==> src/rtl/dmem_arbiter_pkg.sv <==
// Shared definitions for the data-memory arbiter: access sizes, FSM states, alignment rule.
package dmem_arbiter_pkg;

  localparam logic [1:0] SIZE_B = 2'd0;
  localparam logic [1:0] SIZE_H = 2'd1;
  localparam logic [1:0] SIZE_W = 2'd2;

  typedef enum logic [2:0] {
    ST_IDLE,
    ST_REQ0,
    ST_WAIT0,
    ST_REQ1,
    ST_WAIT1
  } state_t;

  function automatic logic is_misaligned(input logic [1:0] size, input logic [1:0] addr_lo);
    case (size)
      SIZE_B:  return 1'b0;
      SIZE_H:  return addr_lo[0];
      default: return addr_lo != 2'b00;
    endcase
  endfunction

endpackage

==> src/rtl/dmem_arbiter_lsu_align.sv <==
// Combinational store byte-enable/data replication and load extract/extend for one lane.
module lsu_align
  import dmem_arbiter_pkg::*;
(
  input  logic [1:0]  size,
  input  logic        uns,
  input  logic [1:0]  addr_lo,
  input  logic [31:0] wdata,
  input  logic [31:0] rdata_raw,
  output logic        misaligned,
  output logic [3:0]  be,
  output logic [31:0] wdata_rep,
  output logic [31:0] rdata_ext
);

  logic [31:0] shifted;

  always_comb begin
    misaligned = is_misaligned(size, addr_lo);
    shifted    = rdata_raw >> {addr_lo, 3'b000};
    case (size)
      SIZE_B: begin
        be        = 4'b0001 << addr_lo;
        wdata_rep = {4{wdata[7:0]}};
        rdata_ext = {{24{~uns & shifted[7]}}, shifted[7:0]};
      end
      SIZE_H: begin
        be        = 4'b0011 << addr_lo;
        wdata_rep = {2{wdata[15:0]}};
        rdata_ext = {{16{~uns & shifted[15]}}, shifted[15:0]};
      end
      default: begin
        be        = 4'b1111;
        wdata_rep = wdata;
        rdata_ext = shifted;
      end
    endcase
  end

endmodule

==> src/rtl/dmem_arbiter.sv <==
// Serializes the two LSU lanes onto one single-ported data memory, lane 0 first,
// stalling the pipeline until every op of the bundle has completed.
module dmem_arbiter
  import dmem_arbiter_pkg::*;
#(
  parameter int unsigned ADDR_W  = 10,
  parameter int unsigned TIMEOUT = 15
) (
  input  logic              clock_i,
  input  logic              reset_i,
  input  logic              advance_i,
  input  logic              req0_i,
  input  logic              req1_i,
  input  logic              we0_i,
  input  logic              we1_i,
  input  logic [1:0]        size0_i,
  input  logic [1:0]        size1_i,
  input  logic              uns0_i,
  input  logic              uns1_i,
  input  logic [31:0]       addr0_i,
  input  logic [31:0]       addr1_i,
  input  logic [31:0]       wdata0_i,
  input  logic [31:0]       wdata1_i,
  output logic [31:0]       rdata0_o,
  output logic [31:0]       rdata1_o,
  output logic              err0_o,
  output logic              err1_o,
  output logic              mem_stall_o,
  output logic              dmem_req_o,
  output logic              dmem_we_o,
  output logic [ADDR_W-1:0] dmem_addr_o,
  output logic [3:0]        dmem_be_o,
  output logic [31:0]       dmem_wdata_o,
  input  logic              dmem_ready_i,
  input  logic              dmem_rvalid_i,
  input  logic [31:0]       dmem_rdata_i
);

  state_t      state, state_d;
  logic [3:0]  cnt, cnt_d;
  logic        done0, done1;
  logic        pend0, pend1;
  logic        sel;
  logic        a_we, a_uns;
  logic [1:0]  a_size;
  logic [31:0] a_addr, a_wdata;
  logic        mis;
  logic [3:0]  be;
  logic [31:0] wdata_rep, rdata_ext;
  logic        fin, fin_err, fin_load;
  logic [31:0] fin_rdata;
  state_t      next_after;
  logic        unused;

  assign unused = ^{addr0_i[31:ADDR_W+2], addr1_i[31:ADDR_W+2]};

  assign pend0       = req0_i && !done0;
  assign pend1       = req1_i && !done1;
  assign mem_stall_o = pend0 || pend1;

  always_comb begin
    case (state)
      ST_REQ0, ST_WAIT0: sel = 1'b0;
      ST_REQ1, ST_WAIT1: sel = 1'b1;
      default:           sel = !pend0;
    endcase
    a_we    = sel ? we1_i    : we0_i;
    a_uns   = sel ? uns1_i   : uns0_i;
    a_size  = sel ? size1_i  : size0_i;
    a_addr  = sel ? addr1_i  : addr0_i;
    a_wdata = sel ? wdata1_i : wdata0_i;
  end

  lsu_align u_align (
    .size      (a_size),
    .uns       (a_uns),
    .addr_lo   (a_addr[1:0]),
    .wdata     (a_wdata),
    .rdata_raw (dmem_rdata_i),
    .misaligned(mis),
    .be        (be),
    .wdata_rep (wdata_rep),
    .rdata_ext (rdata_ext)
  );

  // Finishing lane 0 chains straight into lane 1's request, skipping IDLE.
  assign next_after = (!sel && pend1) ? ST_REQ1 : ST_IDLE;

  always_comb begin
    state_d      = state;
    cnt_d        = cnt;
    fin          = 1'b0;
    fin_err      = 1'b0;
    fin_load     = 1'b0;
    fin_rdata    = rdata_ext;
    dmem_req_o   = 1'b0;
    dmem_we_o    = 1'b0;
    dmem_addr_o  = '0;
    dmem_be_o    = '0;
    dmem_wdata_o = '0;
    case (state)
      ST_IDLE: begin
        // A misaligned op is rejected here without ever reaching the memory.
        if (mem_stall_o) begin
          if (mis) begin
            fin     = 1'b1;
            fin_err = 1'b1;
            state_d = next_after;
          end else begin
            state_d = sel ? ST_REQ1 : ST_REQ0;
          end
        end
      end
      ST_REQ0, ST_REQ1: begin
        if (mis) begin
          fin     = 1'b1;
          fin_err = 1'b1;
          state_d = next_after;
        end else begin
          dmem_req_o   = 1'b1;
          dmem_we_o    = a_we;
          dmem_addr_o  = a_addr[ADDR_W+1:2];
          dmem_be_o    = a_we ? be : '0;
          dmem_wdata_o = a_we ? wdata_rep : '0;
          if (dmem_ready_i) begin
            if (a_we) begin
              fin     = 1'b1;
              state_d = next_after;
            end else begin
              cnt_d   = '0;
              state_d = sel ? ST_WAIT1 : ST_WAIT0;
            end
          end
        end
      end
      ST_WAIT0, ST_WAIT1: begin
        if (dmem_rvalid_i) begin
          fin      = 1'b1;
          fin_load = 1'b1;
          state_d  = next_after;
        end else if (cnt == 4'(TIMEOUT - 1)) begin
          fin       = 1'b1;
          fin_err   = 1'b1;
          fin_load  = 1'b1;
          fin_rdata = '0;
          state_d   = next_after;
        end else begin
          cnt_d = cnt + 4'd1;
        end
      end
      default: state_d = ST_IDLE;
    endcase
  end

  always_ff @(posedge clock_i) begin
    if (reset_i) begin
      state    <= ST_IDLE;
      cnt      <= '0;
      done0    <= 1'b0;
      done1    <= 1'b0;
      rdata0_o <= '0;
      rdata1_o <= '0;
      err0_o   <= 1'b0;
      err1_o   <= 1'b0;
    end else begin
      state <= state_d;
      cnt   <= cnt_d;
      if (advance_i && !mem_stall_o) begin
        done0 <= 1'b0;
        done1 <= 1'b0;
      end
      if (fin) begin
        if (sel) begin
          done1  <= 1'b1;
          err1_o <= fin_err;
          if (fin_load) rdata1_o <= fin_rdata;
        end else begin
          done0  <= 1'b1;
          err0_o <= fin_err;
          if (fin_load) rdata0_o <= fin_rdata;
        end
      end
    end
  end

endmodule

==> config.mk <==
export PLATFORM = sky130hd
export DESIGN_NAME = dmem_arbiter
export DESIGN_NICKNAME = d
export VERILOG_FILES = /design/src/rtl/dmem_arbiter_pkg.sv /design/src/rtl/dmem_arbiter_lsu_align.sv /design/src/rtl/dmem_arbiter.sv
export SDC_FILE = /design/constraint.sdc
export NUM_CORES = 1
export LEC_CHECK = 0
export CAP_MARGIN = 30
export CELL_PAD_IN_SITES_DETAIL_PLACEMENT = 1
export CELL_PAD_IN_SITES_GLOBAL_PLACEMENT = 2
export CORE_MARGIN = 5
export CORE_UTILIZATION = 18
export DETAILED_ROUTE_END_ITERATION = 10
export GPL_TIMING_DRIVEN = 0
export PLACE_DENSITY = 0.85
export RECOVER_POWER = 25
export SYNTH_ARGS = -nofsm -noshare
export SYNTH_HDL_FRONTEND = slang
export SYNTH_HIERARCHICAL = 1
export SYNTH_SLANG_ARGS = --single-unit
==> constraint.sdc <==
create_clock -name clock_i -period 4.4 [get_ports clock_i]
set_input_delay 0.88 -clock clock_i [delete_from_list [all_inputs] [get_ports clock_i]]
set_output_delay 0.88 -clock clock_i [all_outputs]
set_load 0.01 [all_outputs]
; Word level (Yosys, flattened, before mapping)
; Cells that the tools add are included.
[classes]
n_addsub = 1
eq_ne = 14
n_shift = 3
n_mux = 59
bitwise = 4
reduce_logical = 24
[op_table]
columns = op, count
row1 = two-way mux 32 bit, 7
row2 = one-hot mux 32 bit (2 select lines), 2
row3 = two-way mux 4 bit, 8
row4 = right shift 32 x 5 -> 32 bit, 1
row5 = two-way mux 1 bit, 21
row6 = two-way mux 3 bit, 7
row7 = two-way mux 10 bit, 2
row8 = one-hot mux 4 bit (2 select lines), 2
row9 = two-way mux 12 bit, 1
row10 = "inequality test 2 bit, second input constant", 6
row11 = one-hot mux 3 bit (3 select lines), 1
row12 = AND reduction 3 bit, 3
row13 = two-way mux 2 bit, 4
row14 = OR reduction 2 bit, 4
row15 = "equality test 3 x 2 -> 1 bit, second input constant", 2
row16 = "inequality test 3 bit, second input constant", 2
row17 = one-hot mux 1 bit (3 select lines), 2
row18 = AND reduction 6 bit, 1
row19 = zero test 1 bit, 5
row20 = "adder 4 x 1 -> 4 bit, second input constant", 1
row21 = "equality test 4 bit, second input constant", 1
row22 = logical AND 1 bit, 4
row23 = one-hot mux 1 bit (2 select lines), 2
row24 = AND reduction 2 bit, 2
row25 = other kinds (11), 14
[totals]
ff_bits = 75
in_bits = 175
output_inout_bits = 115
elab_cells = 113

; Depth between registers and ports, before layout
; Gate-level depths: netlist (run 1).
[logic_depth]
word_depth = 11
ltp_mapped = 18
ltp_nobuf = 13

; Modules after synthesis
; The synthesis (run 1) kept the hierarchy.
[by_module_without_submodules]
columns = mod, instances, cells_per_inst, area_per_inst_um2, seq_area_each_um2
row1 = dmem_arbiter, 1, 493, 3920.0, 1501.4
row2 = lsu_align, 1, 185, 1340.0, 0.0

; Least setup slack after synthesis (run 1)
; Ideal clock, no wire load.
[synth_path]
kind = input to output
startpoint = input port req0_i
endpoint = output port dmem_be_o[0]
arrival_ns = 3.562
required_ns = 3.520
setup_slack_ns = -0.042
path_stages = 14
path_buffers = 6
cell_sequence = nand2b_1 > buf_2 > o21a_1 > a221oi_2 > buf_4 > mux2_2 > buf_6 > buf_6 > buf_6 > a21oi_1 > nor2_1 > nor2_1 > clkbuf_1 > and2_1
[synth_via]
elab_cells_between_ends = 16
[synth_lines]
columns = element, line_no
row1 = start: declaration, dmem_arbiter.sv:12  ; input logic req0_i,
row2 = logical AND 1 bit *, dmem_arbiter.sv:57  ; assign pend0 = req0_i && !done0;
row3 = zero test 1 bit *, dmem_arbiter.sv:65  ; default: sel = !pend0;
row4 = one-hot mux 1 bit (2 select lines) *, dmem_arbiter.sv:62  ; case (state)
row5 = two-way mux 12 bit *, dmem_arbiter.sv:70  ; a_addr = sel ? addr1_i : addr0_i;
row6 = named net a_addr[0], dmem_arbiter.sv:46  ; logic [31:0] a_addr, a_wdata;
row7 = nonzero test 2 bit, dmem_arbiter_pkg.sv:20  ; default: return addr_lo != 2'b00;
row8 = one-hot mux 1 bit (2 select lines) *, dmem_arbiter_pkg.sv:17  ; case (size)
row9 = named net mis, dmem_arbiter.sv:47  ; logic mis;
row10 = two-way mux 4 bit *, dmem_arbiter.sv:115  ; if (mis) begin
row11 = two-way mux 4 bit *, dmem_arbiter.sv:101  ; case (state)
row12 = end: declaration, dmem_arbiter.sv:32  ; output logic [3:0] dmem_be_o,
; Mark *: on every way through the listed nets, which the timed path passes. The rest lies on a longest branch.

; Worst setup path after layout (run 1)
[layout_path]
startpoint = input port req0_i
endpoint = output port dmem_wdata_o[28]
[layout_via]
elab_cells_between_ends = 15
[layout_lines]
columns = element, line_no
row1 = logical AND 1 bit *, dmem_arbiter.sv:57
row2 = zero test 1 bit *, dmem_arbiter.sv:65
row3 = one-hot mux 1 bit (2 select lines) *, dmem_arbiter.sv:62
row4 = two-way mux 12 bit *, dmem_arbiter.sv:70
row5 = named net a_addr[0], dmem_arbiter.sv:46
row6 = nonzero test 2 bit, dmem_arbiter_pkg.sv:20
row7 = one-hot mux 1 bit (2 select lines) *, dmem_arbiter_pkg.sv:17
row8 = named net mis, dmem_arbiter.sv:47
row9 = two-way mux 32 bit *, dmem_arbiter.sv:115
row10 = two-way mux 32 bit *, dmem_arbiter.sv:101
row11 = end: declaration, dmem_arbiter.sv:33  ; output logic [31:0] dmem_wdata_o,
; Marked as above.

==> results of run 1 <==
## area by class of cell
class	instances	area, um2	share of cell area (%)
clock buffers	9	225	2.51
clock inverters	6	138	1.53
plain buffers	65	507	5.64
repair buffers	276	2650	29.5
flip-flops and latches	75	1500	16.7
well taps	384	480	5.35
inverters	5	18.8	0.209
multi-input cells	529	3460	38.6
## worst min-delay path, stage by stage, from the launching register on
cell and delay [ns]:
dfxtp_1 0.30, nand2_1 0.05, a21oi_1 0.05
## per-stage QoR
step	cells	util [%]	setup slack, ns	instance area (um2)	power [mW]
floorplan	678	-	0.0374	5260	2.05
global placement	1310	28.6	-2.09	8220	2.78
detailed placement	1310	28.6	-2.11	8220	2.79
CTS	1346	31.2	0.0675	8990	4.00
global route	1349	31.2	-0.0136	8980	4.21
finish	1349	31.2	0.124	8980	3.98
## cell families (layout without fill, tap and decap cells)
group / after synthesis / in the layout / share of synthesized area, %
AOI/OAI and AO/OA: 152 / 152 / 17.8
DFF: 75 / 75 / 28.5
buffers and inverters: 74 / 361 / 7.54
muxes: 97 / 97 / 20.1
adders and majority gates: 2 / 2 / 0.476
xor gates and xnor gates: 1 / 1 / 0.167
and+or+nand+nor: 277 / 277 / 25.4
## layout by cell type (no fill, tap or decap), types with 3 or more instances in the layout
cell and instances:
clkdlybuf4s50_1 154, nand2_1 109, a21oi_1 86, dfxtp_1 75
nand3_1 67, mux2_2 58, dlygate4sd3_1 45, buf_2 37
mux2i_1 33, buf_4 33, and2_1 27, clkbuf_1 24
buf_6 22, nor2_1 22, o21ai_0 22, o211ai_1 14
clkbuf_16 13, and2_4 11, mux2_4 6, or2_0 6
buf_8 5, buf_12 5, nand2b_1 4, nor2_4 4
inv_1 4, a31oi_1 4, bufinv_16 4, o21a_1 3
nor3_1 3, nor2b_1 3, clkbuf_2 3, or2_2 3
## sequential cells by signal (all words and copies together), names as in the netlist
register  cells
state         3
err1_o        1
rdata1_o     32
rdata0_o     32
done0         1
cnt           4
err0_o        1
done1         1
## repair_timing
| action | 4_1_cts | 5_1_grt |
|---|---|---|
| setup endpoints to repair | 57 | 40 |
| endpoints found under the hold margin | 0 | 0 |
| pin swaps | 7 | 0 |
| gates resized for setup | 257 | 22 |
| buffers inserted | 19 | 4 |
| gates cloned | 5 | 0 |
## per-layer routing
layer | up-vias | part of all wire (%) | GRT usage (%)
met5 | - | 0.14 | 0
met2 | 147 | 48 | 27.0
li1 | 2943 | - | -
met1 | 2948 | 46 | 21.4
met3 | 28 | 4.1 | 3.10
met4 | 6 | 1.3 | 2.70
## power by group
group | internal (mW) | switching [mW]
clock network | 0.612 | 0.311
registers | 0.733 | 0.0316
logic | 1.13 | 1.17
## final timing paths
path,start,end,slack (ns),cells past startpoint
setup / recovery,req0_i,dmem_wdata_o[28],0.12,16
setup reg to reg,state[1]$_SDFFE_PP0P_,state[1]$_SDFFE_PP0P_,0.79,15
hold reg to reg,rdata0_o[21]$_SDFFE_PP0P_,rdata0_o[21]$_SDFFE_PP0P_,0.45,2
hold / removal,rdata0_o[21]$_SDFFE_PP0P_,rdata0_o[21]$_SDFFE_PP0P_,0.45,2
==> run_results.csv, run 1 <==
group,metric,value,unit
outcome,outcome,"completed",
route,wl_per_cell,20.1,um
clocking,cts-root-buf,"clkbuf_16",
critical_path,crit_top_cell,"buf_12",
min_path,hp-class,"flop to flop",
yosys,synth_area_per_cell,7.76,um2
timing,skew,0.00743,ns
route,viasPerCell,4.50,
floorplanning,pin_count,290,
placement,portBuffers,248,
yosys,yosysMostFrequentCell,"nand2_1",
route,dr.pass1.iters,4,
yosys,synth_seq_cells,75,
timing,tightest_slew,0.699,ns
critical_path,path_buf_inv,8,
route,wirelength,27.2,mm
clocking,cts.sink_count,75,
placement,dpl.hpwl,21.5,mm
cells_and_area,layout.nets,1138,
clocking,worstSkewPairLatency,0.34,ns
yosys,yosysTopAreaCell,"dfxtp_1",
yosys,synth_top_area_share,28.5,%
placement,place_congestion,0.865,
global_route,overflow,0,
yosys,syn_area,5260,um2
critical_path,cp.required,3.52,ns
timing,hold_ws,0.451,ns
yosys,synth_enable_flop_cells,0,
clocking,holdBufCountCts,0,
run,max_cap_violations,0,
power_and_ir_drop,ir_drop,0.193,mV
floorplanning,initial_core_util,18.3,%
yosys,syn_inst,678,
critical_path,critPathSlowestCell,"mux2_4",
yosys,ys_warn_count,6,
timing,timing.final.crit_share,97.2,%
critical_path,max_stage_delay,0.35,ns
floorplanning,die_w,181,um
yosys,synth_nets,855,
cells_and_area,syn_to_final_growth,70.8,%
floorplanning,die_area,32700,um2
yosys,synth_commonest_cells,"nand2_1, a21oi_1, dfxtp_1, nand3_1, mux2_2",
cells_and_area,antennaDiodeCount,0,
cells_and_area,n_fill_cell,3419,
critical_path,path_cells,"dlygate4sd2_1, nand2b_1, buf_6, o21a_1, a221oi_4, buf_6, mux2_4, buf_12, buf_12, a21oi_4, nor2_4, nor2_4, buf_12, clkbuf_16, and2_4, buf_2",
yosys,synth-main-ff-cell,"dfxtp_1",
timing,report.final.slew_viol_count,0,
clocking,cts.path.max_buffers,2,
yosys,synth-async-reset-ratio,0,%
global_route,grt_usage,15.9,%
clocking,cts_tree,"done",
global_route,grt_pass1_vias,6487,
timing,max_slew_margin,53.4,%
global_route,grt_pass1_wl,40.3,mm
clocking,cts_buffers,9,
timing,tns,0,ns
clocking,clk_pin_slew_worst_paths,0.06,ns
route,drc,0,
yosys,synth.distinct_cells,55,
timing,period_needed,4.28,ns
global_route,grt_antenna_before_repair,3,
timing,finalSetupViolCount,0,
floorplanning,row_count,62,
timing,finalHoldViolations,0,
power_and_ir_drop,power_per_cell_area,443,nW/um2
cells_and_area,drive_gt1_share,23.4,%
timing,fmax,234,MHz
critical_path,start_kind,"primary input",
critical_path,critical_path.max_fanout,8,
clocking,h-tree-depth,3,
floorplanning,core,28800,um2
global_route,grt_max_degree,19,
critical_path,cp_top_family,"buffers and inverters",
route,postRouteAntennaNets,0,
power_and_ir_drop,p_leak,3.51,nW
floorplanning,die_h,181,um
yosys,yosysSeqAreaShare,28.5,%
critical_path,path_class,"primary input to output pin",
route,via_count,6072,
yosys,ys_top_cells_by_area,"dfxtp_1, mux2_2, a21oi_1",
route,drtIter0Drc,301,
critical_path,arrival,3.40,ns
critical_path,cp-end-kind,"output pin",
Power figures use the tool's default switching activity.
==> run 2, diff against run 1 <==
--- a/config.mk
+++ b/config.mk
@@ -10,6 +10,7 @@
 export CELL_PAD_IN_SITES_GLOBAL_PLACEMENT = 2
 export CORE_MARGIN = 5
 export CORE_UTILIZATION = 18
+export CTS_BUF_LIST = sky130_fd_sc_hd__clkbuf_16
 export DETAILED_ROUTE_END_ITERATION = 10
 export GPL_TIMING_DRIVEN = 0
 export PLACE_DENSITY = 0.85
==> results of run 2 <==
The final DEF is identical to that of run 1; final timing and power are the same.
==> run 3, diff against run 2 <==
--- a/config.mk
+++ b/config.mk
@@ -15,6 +15,7 @@
 export GPL_TIMING_DRIVEN = 0
 export PLACE_DENSITY = 0.85
 export RECOVER_POWER = 25
+export SLEW_MARGIN = 20
 export SYNTH_ARGS = -nofsm -noshare
 export SYNTH_HDL_FRONTEND = slang
 export SYNTH_HIERARCHICAL = 1
==> results of run 3 <==
The final DEF is identical to that of run 1; final timing and power are the same.
==> patch 1, RTL diff (settings of run 3) <==
The parameter `ADDR_W` goes from 10 to 9.
--- a/src/rtl/dmem_arbiter.sv
+++ b/src/rtl/dmem_arbiter.sv
@@ -3,7 +3,7 @@
 module dmem_arbiter
   import dmem_arbiter_pkg::*;
 #(
-  parameter int unsigned ADDR_W  = 10,
+  parameter int unsigned ADDR_W  = 9,
   parameter int unsigned TIMEOUT = 15
 ) (
   input  logic              clock_i,
Ports: changed (resized dmem_addr_o); port bits go from 290 to 289. The function was not compared with the original's and may differ.
==> patch 1 against run 3 <==
- sequential power about the same
- final area decreased by 1.9%
- hold slack about the same
- synthesized area increased by 0.21%
- routed wire length decreased by 1.2%
- setup slack improved by 0.057 ns
- final cell count decreased by 0.15%
- sequential cell count unchanged
- total power decreased by 6.5%
- combinational power decreased by 2%
- critical path type unchanged
- critical endpoint is now dmem_wdata_o[3]
==> patch 1: results (changes against run 3) <==
status:
  outcome: "completed"
critical_path:
  cp_max_fo: 7  # -1
  arrival_ns: 3.34  # -0.06 ns
  slowest_stage: "mux2_4"
synthesis:
  synthTopCellsByArea: "dfxtp_1 28%, mux2_2 13%, a21oi_1 8.3%, nand2_1 7.8%, nand3_1 6.4%"
  synth_top_cells_by_count: "110 x nand2_1, 87 x a21oi_1, 75 x dfxtp_1"
  seq_area_frac_synth_pct: 28.5  # -0.061 points
  post_synth_num_cell_types: 56  # +1.8%
  syn_nets: 853  # -0.23%
power:
  ir_drop_uv: 190  # -1.5%
  pg_seq_uw: 765  # about the same
  p_leak_nw: 3.47  # -1.2%
  comb_power_share_pct: 60.0  # +2.4 points
  internal_power_mw: 2.25  # -9.0%
  p_sw_mw: 1.47  # -2.4%
place:
  dpl_cell_area_sq_um: 8210  # -0.23%
  dp_hpwl_mm: 21.4  # -0.74%
  place_congestion: 0.844  # -2.4%
  io_buffer_count: 245  # -1.2%
  place_ws_ns: -2.02  # +0.0882 ns
global_route:
  grt_pass1_wl_mm: 39.4  # -2.1%
  track_usage_pct: 15.6  # -0.35 points
  met1_usage_pct: 21.1  # -0.25 points
  grt_pass1_vias: 6386  # -1.6%
  grt_use_met2_pct: 25.6  # -1.4 points
  antenna_found_initial: 1  # -2
final_layout:
  nets: 1135  # -0.26%
  drive_gt1_share_pct: 19.7  # -3.7 points
detailed_routing:
  drt_pass1_iterations: 5  # +1
  first_iter_violations: 370  # +23%
  routed_wl_mm: 26.9  # -1.2%
  vias_per_cell: 4.47  # -0.73%
timing:
  skew_ns: 0.00873  # +0.00130 ns
  relSlewSlack_pct: 50.2  # -3.2 points
cts:
  clk_pin_slew_ns: 0.05
[patch 1: final timing paths]
check / start / endpoint / slack, ns / cells after the start
setup / recovery: req0_i / dmem_wdata_o[3] / 0.18 / 15
hold / removal: rdata0_o[27]$_SDFFE_PP0P_ / rdata0_o[27]$_SDFFE_PP0P_ / 0.45 / 2
setup reg to reg: state[2]$_SDFFE_PP0P_ / state[1]$_SDFFE_PP0P_ / 0.75 / 14
hold reg to reg: rdata0_o[27]$_SDFFE_PP0P_ / rdata0_o[27]$_SDFFE_PP0P_ / 0.45 / 2
[patch 1: per-stage QoR]
stage               setup TNS [ns]  cells
global route                     0   1347
detailed placement          -90.68   1305
floorplan                        0    676
global placement            -91.65   1305
CTS                              0   1348
finish                           0   1347
[patch 1: repair_timing]
| item | CTS | global route |
|---|---|---|
| setup buffers | 29 | 1 |
| cloned | 1 | 0 |
| pin swaps | 5 | 5 |
| resized for setup | 170 | 8 |
| hold endpoints to repair | 0 | 0 |
| setup endpoints to repair | 54 | 43 |
[patch 1: routing by layer]
metal | vias to the layer above | part of all wire [%]
met5 | - | 0.048
met4 | 2 | 1.3
met3 | 29 | 4.7
met2 | 160 | 47
met1 | 2904 | 47
li1 | 2924 | -
[patch 1: cell type report]
class                           count  area, sq um
Inverter                            5         18.8
Multi-Input combinational cell    527         3440
Clock buffer                        9          225
Fill cell                        3407        20000
Tap cell                          384          480
Clock inverter                      7         58.8
Buffer                             64          470
Timing Repair Buffer              276         2610
Sequential cell                    75         1500
[patch 1: logic make-up (layout without fill, tap and decap cells)]
logic type	after synthesis	in the layout	share of synthesized area [%]
simple gates	276	276	25.3
compound gates	152	152	17.8
mux	96	96	19.9
flops	75	75	28.5
buf+inv	74	361	7.79
fa+ha+maj	2	2	0.475
xor+xnor	1	1	0.309
==> patch 2, RTL diff (config.mk and constraints of run 3) <==
Made on the original files. Reset style: asynchronous (`reset_i`), changed in one clocked block.
--- a/src/rtl/dmem_arbiter.sv
+++ b/src/rtl/dmem_arbiter.sv
@@ -152,7 +152,7 @@
     endcase
   end
 
-  always_ff @(posedge clock_i) begin
+  always_ff @(posedge clock_i or posedge reset_i) begin
     if (reset_i) begin
       state    <= ST_IDLE;
       cnt      <= '0;
Function: differs if reset_i is asserted again (counterexample within 4 cycles, from zero or initial values and one cycle with reset_i high); with reset_i held inactive, the same outputs for 4 cycles.
==> patch 2 against run 3 <==
- setup slack better by 0.0037 ns
- synthesized cell count is 3.5% higher
- critical endpoint is now dmem_wdata_o[22]
- synthesized area is 1.2% higher
- count of clock-buffer cells in the layout stayed put
- sequential cell count stayed put
- via count is 0.51% lower
- routed wire length is 4.8% lower
- final area is 2.0% lower
Power is not compared: it rests on default switching activity, and its combinational part moved more than twofold at a synthesized area within 25%.
==> patch 2: results (changes against run 3) <==
timing:
  relSlewSlack_pct: 5.05  # -48 points
  hold_viol: 0  # unchanged
  skew_ns: 0.00816  # +0.000732 ns
cts:
  insertion_delay_ns: 0.34  # about the same
  clockBufferDepth: 2  # unchanged
  htree_levels: 3  # unchanged
  clockRootBuffer: "clkbuf_16"
  cts_made_buffers: 9  # unchanged
global_route:
  grt_pass1_vias: 6648  # +2.5%
  antenna_found_initial: 0  # -3
  grt_max_degree: 46  # +27
  grt_pass1_wl_mm: 39.3  # -2.5%
  track_usage_pct: 15.2  # -0.68 points
place:
  dp.cells: 1342  # +2.4%
  io_buffer_count: 249  # +0.40%
  place_congestion: 0.850  # -1.7%
  place_ws_ns: -2.46  # -0.355 ns
  dp_hpwl_mm: 21.0  # -2.5%
  dpl_cell_area_sq_um: 8340  # +1.4%
synthesis:
  synth.mux.area_fraction_pct: 10.4  # -9.8 points
  synth_top_cells_by_count: "265 x nand2_1, 86 x o21ai_0, 75 x dfrtp_1"
  synth_xor_area_share_pct: 0.164  # -0.0020 points
  yosysWarnings: 6  # unchanged
  syn_nets: 879  # +2.8%
  synth_top_family_by_area: "simple AND/OR/NAND/NOR gates"
  seq_area_frac_synth_pct: 35.2  # +6.7 points
  synthCells: 702  # +3.5%
  async_reset_ff_share_pct: 100  # +100 points
  synthAdderAreaFrac_pct: 0.470  # -0.0058 points
  synthTopCellsByArea: "dfrtp_1 35%, nand2_1 19%, o21ai_0 8.1%, mux2_2 5.3%, mux2i_1 4.5%"
  post_synth_num_cell_types: 52  # -5.5%
  synth_compound_area_share_pct: 18.7  # +0.96 points
final_layout:
  fill_cells: 3506  # +2.5%
  finalInstanceArea_sq_um: 8810  # -2.0%
  reg_top3: "rdata0_o x32, rdata1_o x32, cnt x4"
  n_antenna_cell: 0  # unchanged
  fin_cells: 1378  # +2.1%
  nets: 1160  # +1.9%
  drive_gt1_share_pct: 19.3  # -4.1 points
detailed_routing:
  first_iter_violations: 220  # -27%
  vias: 6041  # -0.51%
  wire_per_inst_microns: 18.8  # -6.8%
  drt_pass1_iterations: 4  # unchanged
critical_path:
  critPathTopFamily: "buffers and inverters"
  slowest_stage: "a221o_1"
  cp_max_fo: 10  # +2
  critPathMaxStageDelay_ns: 0.32  # -0.03 ns
  arrival_ns: 3.39  # about the same
power:
  p_leak_nw: 3.95
  internal_power_mw: 3.65
  ir_drop_uv: 286
status:
  outcome: "completed"
min_path:
  hold_path.class: "reg -> reg"
## patch 2: cell type report
| class | count | share of cell area [%] |
|---|---|---|
| flip-flops and latches | 75 | 21.3 |
| well taps | 390 | 5.54 |
| clock buffers | 9 | 2.56 |
| repair buffers | 273 | 28.3 |
| multi-input cells | 561 | 36.3 |
| clock inverters | 7 | 0.327 |
| plain buffers | 58 | 5.53 |
| inverters | 5 | 0.227 |
## patch 2: final timing paths
| kind | cells after the start | to | from | slack [ns] |
|---|---|---|---|---|
| worst max-delay path | 19 | dmem_wdata_o[22] | req0_i | 0.13 |
| worst max register to register | 15 | rdata1_o[28]$_DFFE_PP0P_ | done0$_DFF_PP0_ | 1.21 |
| min in group asynchronous | 2 | rdata1_o[28]$_DFFE_PP0P_ | reset_i | 1.31 |
| max in group asynchronous | 3 | rdata0_o[16]$_DFFE_PP0P_ | reset_i | 1.39 |
| worst min register to register | 1 | done1$_DFF_PP0_ | done1$_DFF_PP0_ | 0.47 |
| worst min-delay path | 1 | done1$_DFF_PP0_ | done1$_DFF_PP0_ | 0.47 |
## patch 2: metal layers
layer  vias up  part of all wire [%]  track usage [%]
met5         -                     0                0
met4         0                   2.7             4.71
met3        33                   7.9             4.99
met2       229                    48             26.4
met1      2875                    41             17.9
li1       2904                     -                -
## patch 2: power groups by stage
stage | Sequential (mW) | Clock [mW] | Combinational (mW)
after floorplan | 1.20 | 0 | 2.69
after global placement | 1.12 | 0 | 4.74
after detailed placement | 1.13 | 0 | 4.82
after CTS | 1.12 | 0.673 | 5.28
after global routing | 1.15 | 0.707 | 5.69
final | 1.12 | 0.656 | 5.19
## patch 2: timing repair
action / CTS / global route
pin swaps: 10 / 2
gates cloned: 1 / 0
buffers inserted: 22 / 0
gates resized for setup: 230 / 34
endpoints found under the setup margin: 59 / 47
